**config.mk**
```make
export PLATFORM = sky130hd
export DESIGN_NAME = njp_mult_seq
export DESIGN_NICKNAME = d
export VERILOG_FILES = /design/src/rtl/njp_mult_pkg.sv /design/src/rtl/njp_mult_dp.sv /design/src/rtl/njp_mult_seq.sv
export SDC_FILE = /design/constraint.sdc
export NUM_CORES = 1
export LEC_CHECK = 0
export ABC_CLOCK_PERIOD_IN_PS = 5600
export BUFFER_PORTS_ARGS = -buffer_cell sky130_fd_sc_hd__buf_2
export CORE_ASPECT_RATIO = 1.1
export CORE_UTILIZATION = 60
export DETAILED_ROUTE_END_ITERATION = 10
export GPL_ROUTABILITY_DRIVEN = 0
export PLACE_DENSITY_LB_ADDON = 0.12
export RECOVER_POWER = 50
export SYNTH_ARGS = -nofsm -noshare
export SYNTH_HDL_FRONTEND = slang
export SYNTH_HIERARCHICAL = 1
export SYNTH_SLANG_ARGS = --single-unit
```
**constraint.sdc**
```tcl
create_clock -name clk -period 5.6 [get_ports clk]
set_input_delay 0.28 -clock clk [delete_from_list [all_inputs] [get_ports clk]]
set_output_delay 0.28 -clock clk [all_outputs]
set_load 0.01 [all_outputs]
```
**src/rtl/njp_mult_pkg.sv**
```systemverilog
// Shared types and helpers for the sequential shift-add multiplier.
package njp_mult_pkg;

  typedef enum logic [1:0] {
    IDLE = 2'd0,
    RUN  = 2'd1,
    FIX  = 2'd2
  } state_e;

  function automatic int cnt_width(input int width);
    return $clog2(width + 1);
  endfunction

endpackage

```
**src/rtl/njp_mult_dp.sv**
```systemverilog
// Datapath: operand magnitudes, shift-add partial product, sign fix-up and
// accumulate adder with sticky carry/signed overflow.
module njp_mult_dp
  import njp_mult_pkg::*;
#(
  parameter int WIDTH = 8
) (
  input  logic               clk,
  input  logic               rst_n,
  input  logic               load,
  input  logic               step,
  input  logic               fix,
  input  logic               clr,
  input  logic               signed_in,
  input  logic               acc_in,
  input  logic [WIDTH-1:0]   a,
  input  logic [WIDTH-1:0]   b,
  output logic [2*WIDTH-1:0] result,
  output logic               ovf
);

  localparam int RW = 2 * WIDTH;

  logic [RW-1:0]    mcand_q, mcand_d;
  logic [WIDTH-1:0] mplier_q, mplier_d;
  logic [RW-1:0]    prod_q, prod_d;
  logic [RW-1:0]    result_q, result_d;
  logic             ovf_q, ovf_d;
  logic             sign_q, sign_d;
  logic             acc_q, acc_d;
  logic             signed_q, signed_d;

  logic [WIDTH-1:0] a_mag, b_mag;
  logic [RW-1:0]    p;
  logic [RW:0]      sum;
  logic             sovf;

  // -2^(W-1) negates to itself, which read as unsigned is its exact magnitude
  assign a_mag = (signed_in && a[WIDTH-1]) ? (~a + 1'b1) : a;
  assign b_mag = (signed_in && b[WIDTH-1]) ? (~b + 1'b1) : b;
  assign p     = sign_q ? (~prod_q + 1'b1) : prod_q;
  assign sum   = {1'b0, result_q} + {1'b0, p};
  assign sovf  = (result_q[RW-1] == p[RW-1]) && (sum[RW-1] != result_q[RW-1]);

  always_comb begin
    mcand_d  = mcand_q;
    mplier_d = mplier_q;
    prod_d   = prod_q;
    result_d = result_q;
    ovf_d    = ovf_q;
    sign_d   = sign_q;
    acc_d    = acc_q;
    signed_d = signed_q;
    if (load) begin
      mcand_d  = {{WIDTH{1'b0}}, a_mag};
      mplier_d = b_mag;
      prod_d   = '0;
      sign_d   = signed_in & (a[WIDTH-1] ^ b[WIDTH-1]);
      acc_d    = acc_in;
      signed_d = signed_in;
    end else if (clr) begin
      result_d = '0;
      ovf_d    = 1'b0;
    end
    if (step) begin
      if (mplier_q[0]) prod_d = prod_q + mcand_q;
      mcand_d  = mcand_q << 1;
      mplier_d = mplier_q >> 1;
    end
    if (fix) begin
      if (acc_q) begin
        result_d = sum[RW-1:0];
        ovf_d    = ovf_q | (signed_q ? sovf : sum[RW]);
      end else begin
        result_d = p;
        ovf_d    = 1'b0;
      end
    end
  end

  always_ff @(posedge clk or negedge rst_n) begin
    if (!rst_n) begin
      mcand_q  <= '0;
      mplier_q <= '0;
      prod_q   <= '0;
      result_q <= '0;
      ovf_q    <= 1'b0;
      sign_q   <= 1'b0;
      acc_q    <= 1'b0;
      signed_q <= 1'b0;
    end else begin
      mcand_q  <= mcand_d;
      mplier_q <= mplier_d;
      prod_q   <= prod_d;
      result_q <= result_d;
      ovf_q    <= ovf_d;
      sign_q   <= sign_d;
      acc_q    <= acc_d;
      signed_q <= signed_d;
    end
  end

  assign result = result_q;
  assign ovf    = ovf_q;

endmodule

```
**src/rtl/njp_mult_seq.sv**
```systemverilog
// Sequential WIDTHxWIDTH multiplier: FSM, iteration counter and the
// start/busy/done handshake; ena low freezes everything.
module njp_mult_seq
  import njp_mult_pkg::*;
#(
  parameter int WIDTH = 8
) (
  input  logic               clk,
  input  logic               rst_n,
  input  logic               ena,
  input  logic               start,
  input  logic               signed_mode,
  input  logic               acc_mode,
  input  logic               clear,
  input  logic [WIDTH-1:0]   a,
  input  logic [WIDTH-1:0]   b,
  output logic               busy,
  output logic               done,
  output logic [2*WIDTH-1:0] result,
  output logic               ovf
);

  localparam int CW = cnt_width(WIDTH);

  state_e        state_q, state_d;
  logic [CW-1:0] cnt_q, cnt_d;
  logic          busy_q, busy_d;
  logic          done_q, done_d;

  logic load, step, fix, clr;

  assign load = ena && (state_q == IDLE) && start;
  assign clr  = ena && (state_q == IDLE) && !start && clear;
  assign step = ena && (state_q == RUN);
  assign fix  = ena && (state_q == FIX);

  always_comb begin
    state_d = state_q;
    cnt_d   = cnt_q;
    busy_d  = busy_q;
    done_d  = done_q;
    if (ena) begin
      case (state_q)
        IDLE: begin
          done_d = 1'b0;
          if (start) begin
            state_d = RUN;
            cnt_d   = CW'(WIDTH);
            busy_d  = 1'b1;
          end
        end
        RUN: begin
          cnt_d = cnt_q - CW'(1);
          if (cnt_q == CW'(1)) state_d = FIX;
        end
        FIX: begin
          state_d = IDLE;
          busy_d  = 1'b0;
          done_d  = 1'b1;
        end
        default: state_d = IDLE;
      endcase
    end
  end

  always_ff @(posedge clk or negedge rst_n) begin
    if (!rst_n) begin
      state_q <= IDLE;
      cnt_q   <= '0;
      busy_q  <= 1'b0;
      done_q  <= 1'b0;
    end else begin
      state_q <= state_d;
      cnt_q   <= cnt_d;
      busy_q  <= busy_d;
      done_q  <= done_d;
    end
  end

  njp_mult_dp #(.WIDTH(WIDTH)) u_dp (
    .clk       (clk),
    .rst_n     (rst_n),
    .load      (load),
    .step      (step),
    .fix       (fix),
    .clr       (clr),
    .signed_in (signed_mode),
    .acc_in    (acc_mode),
    .a         (a),
    .b         (b),
    .result    (result),
    .ovf       (ovf)
  );

  assign busy = busy_q;
  assign done = done_q;

endmodule

```
Yosys cells after proc, flatten, opt, wreduce, memory -nomap -nowiden
Cells that the tools add are included.

cells by class
  add/sub/neg operators = 6
  equality and inequality tests = 8
  mux-type cells = 27
  bitwise gates (word level) = 6
  reductions and logical operators = 20

operators by type and width
  cell                                                 count
  two-way mux 16 bit                                   10
  two-way mux 8 bit                                    4
  adder 16 x 16 -> 17 bit                              1
  adder 16 x 1 -> 16 bit, second input constant        1
  adder 16 bit                                         1
  adder 8 x 1 -> 8 bit, second input constant          2
  inverter 16 bit                                      1
  inverter 8 bit                                       2
  logical AND 1 bit                                    9
  AND reduction 3 bit                                  3
  case mux 4 bit (2 select lines)                      1
  nonzero test 2 bit                                   4
  two-way mux 1 bit                                    6
  equality test 4 x 1 -> 1 bit, second input constant  1
  two-way mux 2 bit                                    2
  two-way mux 4 bit                                    1
  != test 2 x 1 -> 1 bit, second input constant        2
  case mux 1 bit (2 select lines)                      2
  case mux 2 bit (2 select lines)                      1
  AND reduction 2 bit                                  2
  subtractor 4 x 1 -> 4 bit, second input constant     1
  equality test 2 x 1 -> 1 bit, second input constant  1
  equality test 2 bit, second input constant           1
  logical NOT 2 bit                                    1
  7 further kinds                                      7

storage, ports and cells
  flip-flop bits (word level) = 68
  word-level logic and storage cells = 79

Depth between registers and ports, before layout
  depth in word-level cells = 10
  depth in mapped cells = 14

Hierarchy
Netlist, hierarchy kept.

modules (own cells, without submodules)
  module        instances  cells an instance  area an instance (µm²)  seq. area each (µm²)
  njp_mult_dp   1          517                4,425.5                 1,501.4
  njp_mult_seq  1          38                 421.7                   200.2

Worst setup path after synthesis
No wires, ideal clock.

  path kind = reg-to-reg
  start = register u_dp.prod_q[5]
  end = register u_dp.ovf_q (netlist: u_dp/ovf)
  setup time = 138 ps
  arrival time = 2,912 ps
  required time = 5,462 ps
  slack = 2,550 ps
  cell stages (with the launch flop) = 14
  period minus slack after synthesis = 3,050 ps
  cell sequence = dfrtp_1 -> or3_4 -> nor3_4 -> nand2b_1 -> o31ai_1 -> xnor2_1 -> ha_1 -> nand2_1 -> or3b_1 -> and3_1 -> o21a_1 -> and3_1 -> o211ai_1 -> a32oi_1

on the way
  word-level cells in the longest chain between the ends = 10
  elaborated cells between the ends (all ways) = 11
  classes of those cells = add/sub (2); eq/ne (2); mux (4); bitwise (2); reduce/logical (1)

RTL lines
  element                   RTL line           source
  start: declaration        njp_mult_dp.sv:26  logic [RW-1:0] prod_q, prod_d;
  start signal: assignment  njp_mult_dp.sv:94  prod_q <= prod_d;
  inverter 16 bit           njp_mult_dp.sv:41  assign p = sign_q ? (~prod_q + 1'b1) : prod_q;
  adder 16 x 1 -> 16 bit    njp_mult_dp.sv:41
  two-way mux 16 bit *      njp_mult_dp.sv:41
  adder 16 x 16 -> 17 bit   njp_mult_dp.sv:42  assign sum = {1'b0, result_q} + {1'b0, p};
  != test 1 bit             njp_mult_dp.sv:43  assign sovf = (result_q[RW-1] == p[RW-1]) && (sum[RW-1] != result_q[RW-1]);
  logical AND 1 bit         njp_mult_dp.sv:43
  two-way mux 1 bit *       njp_mult_dp.sv:73  ovf_d = ovf_q | (signed_q ? sovf : sum[RW]);
  bitwise OR 1 bit *        njp_mult_dp.sv:73
  two-way mux 1 bit *       njp_mult_dp.sv:71  if (acc_q) begin
  two-way mux 1 bit *       njp_mult_dp.sv:70  if (fix) begin
  end signal: assignment    njp_mult_dp.sv:96  ovf_q <= ovf_d;
  end: declaration          njp_mult_dp.sv:28  logic ovf_q, ovf_d;

Every way passes the cells marked *; elsewhere a longest branch is shown, timed or not.
A chain may end at the register's enable or synchronous reset.

Final worst setup path
  start = register u_dp.prod_q[4]
  end = register u_dp.ovf_q (netlist: u_dp/ovf)

The elaborated chain is that of the path after synthesis.

==> summary.md <==
| Metric | Value |
|---|---|
| Status | `finished with violations` |
| Failing checks | `capacitance limit, slew limit` |
| Post-Place Cell Area | `just over 0.005 mm^2` |
| Tightest Hold Check Type | `in2reg` |
| #FFs+latches synth | `between 60 and 70` |
| Vias in the first global route | `between 3,000 and 4,000` |
| Worst Path Arrival | `about 3.6 ns` |
| Num CTS Buffers | `9` |
| Initial antenna violation count | `0` |
| Detailed-router iteration count before antenna repair | `5` |
| # DRC | `0` |
| Diode count | `0` |
| Post-DP HPWL | `about 7.7 mm` |
| Bufs on Longest Clock Path | `2` |
| Ys flop type | `dfrtp_1` |
| Pins Over Slew Limit | `a little under 70` |
| Synth Area in Simple Gates | `about 18%` |
| I/O Buffers | `between 40 and 50` |
| Critical path cell sequence | `or3_4, nor3_4, nand2b_1, o31ai_1, xnor2_1, ha_1, nand2_1, or3b_1, and3_1, o21a_1, nor3_1, o211ai_1, a32oi_1` |
| Data required, critical path | `about 6 ns` |
| DR vias | `4,219` |
| Final WL | `roughly 10 mm` |
| Unrepaired setup endpoints after global routing | `false` |
| Mapped Avg Cell Area | `8.73 um^2` |
| Ratio of final minimum period to clock period | `59.3%` |
| Die footprint | `approximately 0.0084 mm^2` |
| Total design power | `2.76 mW` |
| Setup TNS | `0 ns` |
| Tmin final | `~3.3 ns` |
| Layout cells sized above 1 | `between 10% and 20%` |
| Top delay family on crit path | `simple AND/OR/NAND/NOR gates` |
| Worst-path maximum fanout | `5` |
| Mapped Area | `roughly 0.0048 mm^2` |
| Post-synth cell types | `between 60 and 70` |
| Fin. Hold Viols | `0` |
| Postcts setup bufs | `0` |
| Mux cell area share after synthesis | `around 2.1%` |
| CTS resizes | `0` |
| Final #Nets | `655` |
| WL per Instance | `about 15 um` |
| Synth warnings | `6` |
| Worst setup path class | `reg2reg` |
| Ys async rst share | `100%` |
| Crit-path slowest cell | `dfrtp_1` |
| Synth area leader | `dfrtp_1` |
| Num ports | `42` |
| CP Buf/Inv Count | `0` |
| Synth Area in Compound Gates | `approximately a quarter` |
| Total track usage | `between 20% and 30%` |
| Slew headroom | `-140%` |
| Critical Path Sink Type | `flop` |
| First-pass GRT wire length | `roughly 18 mm` |
| Filler cell count | `640` |
| Syn nets | `about 620` |
| Leakage | `~2.4 nW` |
| Core ar. | `between 0.007 and 0.008 mm^2` |
| Highest Clock Rate | `about 0.30 GHz` |
| Synthesized-area fraction occupied by adder cells | `10.4%` |
| Clk sink count | `68` |
| CTS Hold Bufs | `0` |
| Largest net degree at the start of global routing | `between 60 and 70` |
| CTS H-tree depth | `3` |
| Area of the multi-input gates | `slightly below 0.003 mm^2` |
| Remaining global-route overflow | `0` |
| Post-synth EDFFs | `0` |
| Worst-Margin Slew | `about 3.6 ns` |
| Die span in y | `between 90 and 100 um` |
| Sequential Area | `around 0.0017 mm^2` |
| P&R area growth vs syn | `9.91%` |
| Antenna-violating nets left | `0` |
| Worst skew pair latency | `0.34 ns` |
| Finished Cell Area | `between 0.005 and 0.006 mm^2` |
| Worst IR Drop VDD | `slightly above 0.2 mV` |
| Worst Skew | `between 0.01 and 0.015 ns` |
| CP peak stage delay | `0.44 ns` |
| DR iter-0 viols | `between 150 and 200` |
| Largest family of logic cells by synthesized area | `compound AO/OA/AOI/OAI gates` |
| Die X-Extent | `87.7 um` |
| Synth area leaders | `dfrtp_1, ha_1, o21ai_0, xnor2_1, nand2_1` |
| Max-Cap Viols | `1` |
| P per Cell Area | `a little over 500 mW/mm^2` |
| Final setup violation count | `0` |
| Startpoint Class | `flop` |
| Sequential share of the synthesized area | `35.1%` |
| CTS root buf | `clkbuf_8` |
| Clock slew at reported path FFs | `roughly 0.070 ns` |
| Vias per Instance | `5.98` |
| XOR/XNOR share of the synthesized area | `7.59%` |
| Synth Instances | `555` |
| Site row count | `34` |
| Share of the synthesized area in the top cell type | `about a third` |
| Starting Density | `between 60% and 70%` |
| CTS tree | `done` |
## final cells by class
class                   instances  area share, %
clock buffers                  13           2.79
clock inverters                 2          0.658
inverters                      27           1.90
multi-input cells             441           55.9
flip-flops and latches         68           31.9
well taps                     108           2.54
repair buffers                 46           4.27
## stage by stage
step / cells / hold slack [ns] / setup WS (ns) / util (%)
after floorplan: 555 / -0.0156 / 2.55 / -
after global placement: 690 / 0.462 / 2.42 / 65.5
after detailed placement: 690 / 0.463 / 2.32 / 65.5
after CTS: 705 / 0.159 / 2.32 / 67.9
after global routing: 705 / 0.189 / 1.44 / 67.7
final: 705 / 0.173 / 2.28 / 67.7
## logic make-up (layout without fill, tap and decap cells)
logic type,after synthesis,in the layout
xor gates and xnor gates,42,42
muxes,10,10
buffers and inverters,46,88
DFF,68,68
and+or+nand+nor,172,172
AOI/OAI and AO/OA,178,178
adders and majority gates,39,39
## worst min-delay path: cells and delay by family
| family | cells | cell delay, ns |
|---|---|---|
| AOI/OAI and AO/OA | 1 | 0.06 |
| buffers and inverters | 1 | 0.09 |
| and+or+nand+nor | 1 | 0.05 |
## final timing paths
| path | slack [ns] | cells past startpoint | startpoint | end |
|---|---|---|---|---|
| setup / recovery | 2.28 | 13 | u_dp/prod_q[4] | u_dp/ovf |
| hold / removal | 0.17 | 3 | acc_mode | u_dp/acc_q |
| setup reg to reg | 2.28 | 13 | u_dp/prod_q[4] | u_dp/ovf |
| hold reg to reg | 0.48 | 2 | u_dp/mplier_q[2] | u_dp/mplier_q[1] |
| max in group asynchronous | 2.30 | 2 | rst_n | u_dp/mcand_q[11] |
| min in group asynchronous | 1.27 | 2 | rst_n | u_dp/result[1] |
## metal layers
layer	routed length [um]	vias to the layer above	part of all wire (%)	global-route usage [%]
li1	-	2080	-	-
met1	4720	2012	46	32.1
met2	5060	110	49	46.9
met3	369	17	3.6	3.09
met4	175	0	1.7	10.9
met5	0	-	0	0
## synth_stat cells, types with 3 or more instances
cell,instances
o31a_1,3
o21a_1,7
o2bb2ai_1,3
a22o_1,9
inv_1,25
mux2_2,3
o211ai_1,6
nor3_1,12
o31ai_1,7
a21oi_1,38
mux2i_1,7
a31oi_1,3
xor2_1,9
ha_1,37
nand2b_1,9
nand2_1,58
nor2_1,29
a211oi_1,5
dfrtp_1,68
xnor2_1,33
a21o_1,5
clkbuf_1,18
and3_1,5
nor2b_1,6
nand3_1,24
or3_1,10
o41ai_1,3
o21ai_0,66
## cells in the final DEF, fill, tap and decap left out, types with 7 or more instances in the layout
cell / count
clkbuf_1: 13
o21a_1: 7
nor2_1: 29
nand2_1: 58
dfrtp_1: 68
a22o_1: 9
clkbuf_8: 10
mux2i_1: 7
nand3_1: 24
nand2b_1: 9
xnor2_1: 33
xor2_1: 9
buf_2: 32
inv_1: 25
nor3_1: 11
a21oi_1: 38
o31ai_1: 7
o21ai_0: 66
or3_1: 10
ha_1: 37
## report_power, final
group          switching [mW]  internal, mW
Clock                   0.176         0.215
Combinational           0.791         0.665
Sequential              0.239         0.678
## state kept, by name (all words and copies together), names as in the netlist
register	count
u_dp/mplier_q	8
u_dp/ovf	1
state_q	2
u_dp/signed_q	1
u_dp/acc_q	1
u_dp/result	16
u_dp/mcand_q	16
done	1
busy	1
u_dp/sign_q	1
u_dp/prod_q	16
cnt_q	4
Note: power is estimated with default switching activity, not from simulation.
